**config.mk**
```make
export PLATFORM = sky130hd
export DESIGN_NAME = misr_multi
export DESIGN_NICKNAME = d
export VERILOG_FILES = /design/src/rtl/misr_multi.sv
export SDC_FILE = /design/constraint.sdc
export NUM_CORES = 1
export LEC_CHECK = 0
export BUFFER_PORTS_ARGS = -buffer_cell sky130_fd_sc_hd__buf_2
export CAP_MARGIN = 30
export CELL_PAD_IN_SITES_DETAIL_PLACEMENT = 0
export CELL_PAD_IN_SITES_GLOBAL_PLACEMENT = 1
export CORE_MARGIN = 2
export CORE_UTILIZATION = 29
export DETAILED_ROUTE_END_ITERATION = 7
export GPL_TIMING_DRIVEN = 0
export PLACE_DENSITY_LB_ADDON = 0.3
export SYNTH_ARGS = -nofsm -noshare
export SYNTH_HDL_FRONTEND = slang
export SYNTH_SLANG_ARGS = --single-unit
```
**constraint.sdc**
```tcl
create_clock -name clk -period 1.4 [get_ports clk]
set_input_delay 0.07 -clock clk [delete_from_list [all_inputs] [get_ports clk]]
set_output_delay 0.07 -clock clk [all_outputs]
set_load 0.02 [all_outputs]
```
**src/rtl/misr_multi.sv**
```systemverilog
// misr_multi: multi-channel MISR for LBIST response compaction.
// Hashes lockstep CUT beats into one signature; returns it on val/rdy.
module misr_multi #(
  parameter int NUM_CHANNELS        = 4,
  parameter int CUT_MSG_BITS        = 32,
  parameter int SIGNATURE_BITS      = 32,
  parameter logic [SIGNATURE_BITS-1:0] POLY = 32'h04C11DB7,
  parameter logic [SIGNATURE_BITS-1:0] SEED = '0,
  parameter int MAX_OUTPUTS_TO_HASH = 32,
  parameter int LBIST_MSG_BITS      = $clog2(MAX_OUTPUTS_TO_HASH)
) (
  input  logic                                   clk,
  input  logic                                   reset,
  input  logic [NUM_CHANNELS-1:0]                cut_req_val,
  input  logic [NUM_CHANNELS*CUT_MSG_BITS-1:0]   cut_req_msg,
  output logic [NUM_CHANNELS-1:0]                cut_req_rdy,
  input  logic                                   lbist_req_val,
  input  logic [LBIST_MSG_BITS:0]                lbist_req_msg,
  output logic                                   lbist_req_rdy,
  output logic                                   lbist_resp_val,
  output logic [SIGNATURE_BITS-1:0]              lbist_resp_msg,
  input  logic                                   lbist_resp_rdy
);

  localparam int SB = SIGNATURE_BITS;
  localparam int CW = LBIST_MSG_BITS + 1;
  localparam logic [CW-1:0] CMAX = CW'(MAX_OUTPUTS_TO_HASH);

  typedef enum logic [1:0] {
    IDLE,
    HASH,
    DONE
  } state_t;

  state_t        state;
  state_t        state_nxt;
  logic [SB-1:0] sig;
  logic [SB-1:0] sig_nxt;
  logic [SB-1:0] fold;
  logic [CW-1:0] cnt;
  logic [CW-1:0] cnt_nxt;
  logic [CW-1:0] req_cnt;
  logic          all_val;

  function automatic logic [SB-1:0] rotl(
    input logic [SB-1:0] x,
    input int            r
  );
    return (x << r) | (x >> (SB - r));
  endfunction

  assign all_val = &cut_req_val;
  assign req_cnt = (lbist_req_msg > CMAX) ? CMAX : lbist_req_msg;

  // Channel i is rotated left by i before XOR so equal channels do not cancel.
  always_comb begin
    fold = '0;
    for (int i = 0; i < NUM_CHANNELS; i++) begin
      fold = fold ^ rotl(SB'(cut_req_msg[i*CUT_MSG_BITS +: CUT_MSG_BITS]),
                         i % SB);
    end
  end

  // Next-state, signature and count update.
  always_comb begin
    state_nxt = state;
    sig_nxt   = sig;
    cnt_nxt   = cnt;
    unique case (state)
      IDLE: begin
        if (lbist_req_val) begin
          cnt_nxt   = req_cnt;
          state_nxt = (req_cnt == '0) ? DONE : HASH;
        end
      end
      HASH: begin
        if (all_val) begin
          sig_nxt = (sig << 1) ^ (sig[SB-1] ? POLY : '0) ^ fold;
          cnt_nxt = cnt - 1'b1;
          if (cnt == CW'(1)) state_nxt = DONE;
        end
      end
      DONE: begin
        if (lbist_resp_rdy) begin
          sig_nxt   = SEED;
          state_nxt = IDLE;
        end
      end
      default: state_nxt = IDLE;
    endcase
  end

  // State, signature and count registers.
  always_ff @(posedge clk or negedge reset) begin
    if (!reset) begin
      state <= IDLE;
      sig   <= SEED;
      cnt   <= '0;
    end else begin
      state <= state_nxt;
      sig   <= sig_nxt;
      cnt   <= cnt_nxt;
    end
  end

  // Request ready is masked while reset is held so all outputs read 0.
  assign lbist_req_rdy  = reset && (state == IDLE);
  assign cut_req_rdy    = {NUM_CHANNELS{(state == HASH) && all_val}};
  assign lbist_resp_val = (state == DONE);
  assign lbist_resp_msg = sig;

endmodule

```
==> run_results.csv <==
group,metric,value,unit
sta,worst_slew_pin_slew,921.1,ps
job,drv_cap,0,
sta,finalCriticalPeriod,1468,ps
power_and_ir_drop,peakVddDrop,798.3,µV
critical_path,crit_path_max_incr_delay,390,ps
critical_path,crit_path_start_kind,"flop",
yosys,synthCells,278,
global_routing,grt_max_degree,23,
sta,setup_viol,29,
layout,instances_no_fill,622,
power_and_ir_drop,leakage,2.132,nW
detailed_routing,wl_per_cell,12.84,µm
yosys,netlist.top_cell.by_area,"xnor2_1",
global_routing,antenna_found_initial,0,
yosys,synth_ff_type,"dfrtp_1",
yosys,yosysUniqueCellTypes,37,
place,dp_hpwl,6064,µm
critical_path,crit_chain,"buf_6 -> and2b_2 -> a21oi_4 -> buf_6 -> buf_6 -> a22o_1",
sta,slew_headroom,0.3839,
layout,final_common_cell,"buf_2",
place,place_congestion,0.8439,
sta,finalMaxSlewViolations,0,
yosys,syn_nets,422,
place,place_worst_setup_slack,-203.4,ps
sta,min_period_over_period,1.048,
status,violations,"setup timing",
layout,area_delta_synth_final,54.56,%
layout,final_nets,629,
critical_path,setup.worst_path.class,"reg -> reg",
critical_path,cp_max_fo,8,
clock_network,cts_sinks,40,
critical_path,end_kind,"flop",
floorplan,die_w,106.2,µm
critical_path,cp_slowest_cell,"dfrtp_1",
global_routing,grt_pass1_wl,12740,µm
yosys,synthArstFlopShare,1.000,
clock_network,clock_latency,290,ps
sta,final_hold_viol_count,0,
yosys,synth_seq_cells,40,
sta,rsz0062_at_grt,"true",
layout,drive_gt1_frac,0.5062,
detailed_routing,drt_iter0_drc,56,
detailed_routing,wirelength,7986,µm
layout,n_fill_cell,1017,
place,dp.cells,594,
min_path,hp-class,"in -> reg",
sta,fmax,0.6813,GHz
sta,worst_slack,-67.86,ps
clock_network,cts_tree,"built",
layout,register_area,0.001002,mm²
detailed_routing,num_vias,2694,
detailed_routing,drc_errors,0,
layout,final_area,0.004682,mm²
yosys,yosysTopAreaCellShare,0.3585,
global_routing,grt_pass1_vias,2705,
yosys,ys_seq_area_frac,0.3304,
critical_path,crit_top_cell,"buf_6",
yosys,synth_area_leaders,"xnor2_1, dfrtp_1, a22o_1, xor2_1, xnor2_2",
sta,holdWs,74.85,ps
clock_network,clock-root-buffer,"clkbuf_8",
power_and_ir_drop,power_density,1781,mW/mm²
global_routing,grt_overflow,0,
critical_path,worstPathArrival,1640,ps
global_routing,gr-usage-all-layers,0.1421,
place,portBuffers,179,
layout,layout_common_cells,"buf_2, xnor2_1, dfrtp_1",
clock_network,htreeDepth,2,
layout,antennaDiodeCount,0,
yosys,yosys_warnings,0,
yosys,synth-edff-count,0,
clock_network,cts_buffers,5,
floorplan,rows,37,
detailed_routing,dr.pass1.iters,4,
place,post_dp_cell_area,0.004202,mm²
layout,multi_input_area,0.002033,mm²
status,status,"finished with violations",
floorplan,pin_count,180,
layout,finish.utilization,0.4576,
clock_network,cts_max_path_buffers,2,
floorplan,die-area,0.01128,mm²
detailed_routing,ant_nets,0,
yosys,netlist_area,0.003029,mm²
critical_path,worstPathRequired,1580,ps
clock_network,clkSlewWorstSetupHoldPaths,80,ps
floorplan,die_h,106.2,µm
floorplan,start_util,0.2961,
detailed_routing,vias_per_cell,4.331,
floorplan,core-area,0.01023,mm²
yosys,syn_area_per_cell,10.90,µm²
sta,skew,10.29,ps
==> cells in the mapped netlist (2+ instances only) <==
master,n
a211oi_1,2
a21oi_1,5
a22o_1,32
a32oi_1,3
buf_2,4
buf_4,5
buf_6,4
dfrtp_1,40
ha_1,2
inv_1,4
nand2_1,2
nand2b_1,2
nor2_1,5
nor3_1,2
nor3b_1,2
o21ai_0,4
o31ai_1,2
xnor2_1,124
xnor2_2,4
xor2_1,13
==> where the power goes <==
part	switching (mW)	internal, mW	leakage (nW)
logic	2.23	2.83	1.58
clock network	0.426	0.530	0.0552
registers	0.625	1.70	0.494
==> worst max-delay path, delay by kind of cell, from the launching register on <==
family,cells,cell delay [ps]
AOI/OAI and AO/OA,2,300
buffers and inverters,3,410
DFF,1,390
and+or+nand+nor,1,250
==> layer usage <==
layer	routed length, µm	vias up	GRT usage
met5	0	-	0
met4	43	0	0.03102
met3	501	2	0.02759
met2	4019	113	0.2518
met1	3421	1221	0.1783
li1	-	1358	-
==> per-stage QoR <==
step	TNS, ps	power, mW
global route	-3037	8.942
CTS	-3173	8.193
detailed placement	-3677	7.080
global placement	-3742	7.033
floorplan	-150.6	5.883
finish	-741.2	8.340
==> cell type report <==
cell class | instances | area share
buffer | 12 | 0.03340
tap | 136 | 0.03634
inverter | 4 | 0.003207
clock buffer | 6 | 0.01550
clock inverter | 2 | 0.007483
timing repair buffer | 202 | 0.2557
sequential | 40 | 0.2141
multi-input combinational | 220 | 0.4343
==> flip-flops by register name, summed over array words and instances (netlist names) <==
| name | flops |
|---|---|
| cnt | 6 |
| lbist_resp_msg | 32 |
| state | 2 |
==> path summary, 6_finish.rpt <==
check	startpoint	to	slack (ps)	cells past startpoint
setup / recovery	state[0]	lbist_resp_msg[21]	-70	6
hold / removal	lbist_req_msg[3]	cnt[3]	70	3
setup reg to reg	state[0]	lbist_resp_msg[21]	-70	6
hold reg to reg	cnt[5]	cnt[5]	520	1
max in group asynchronous	reset	lbist_resp_msg[23]	320	2
min in group asynchronous	reset	lbist_resp_msg[16]	400	3
==> timing repair <==
| action | CTS | global route |
|---|---|---|
| cloned | 3 | 1 |
| resized for setup | 33 | 13 |
| pin swaps | 28 | 6 |
| hold buffers | 2 | 0 |
| setup endpoints to repair | 38 | 45 |
| hold endpoints to repair | 18 | 0 |
| setup buffers | 13 | 4 |
==> cell families after synthesis <==
group | count (synthesis) | synth area share
compound gates | 53 | 0.1421
fa+ha+maj | 2 | 0.008260
mux | 2 | 0.009498
xor+xnor | 141 | 0.4176
buf+inv | 18 | 0.04544
simple gates | 22 | 0.04668
flops | 40 | 0.3304
No activity file was read; power rests on OpenSTA's default activity.
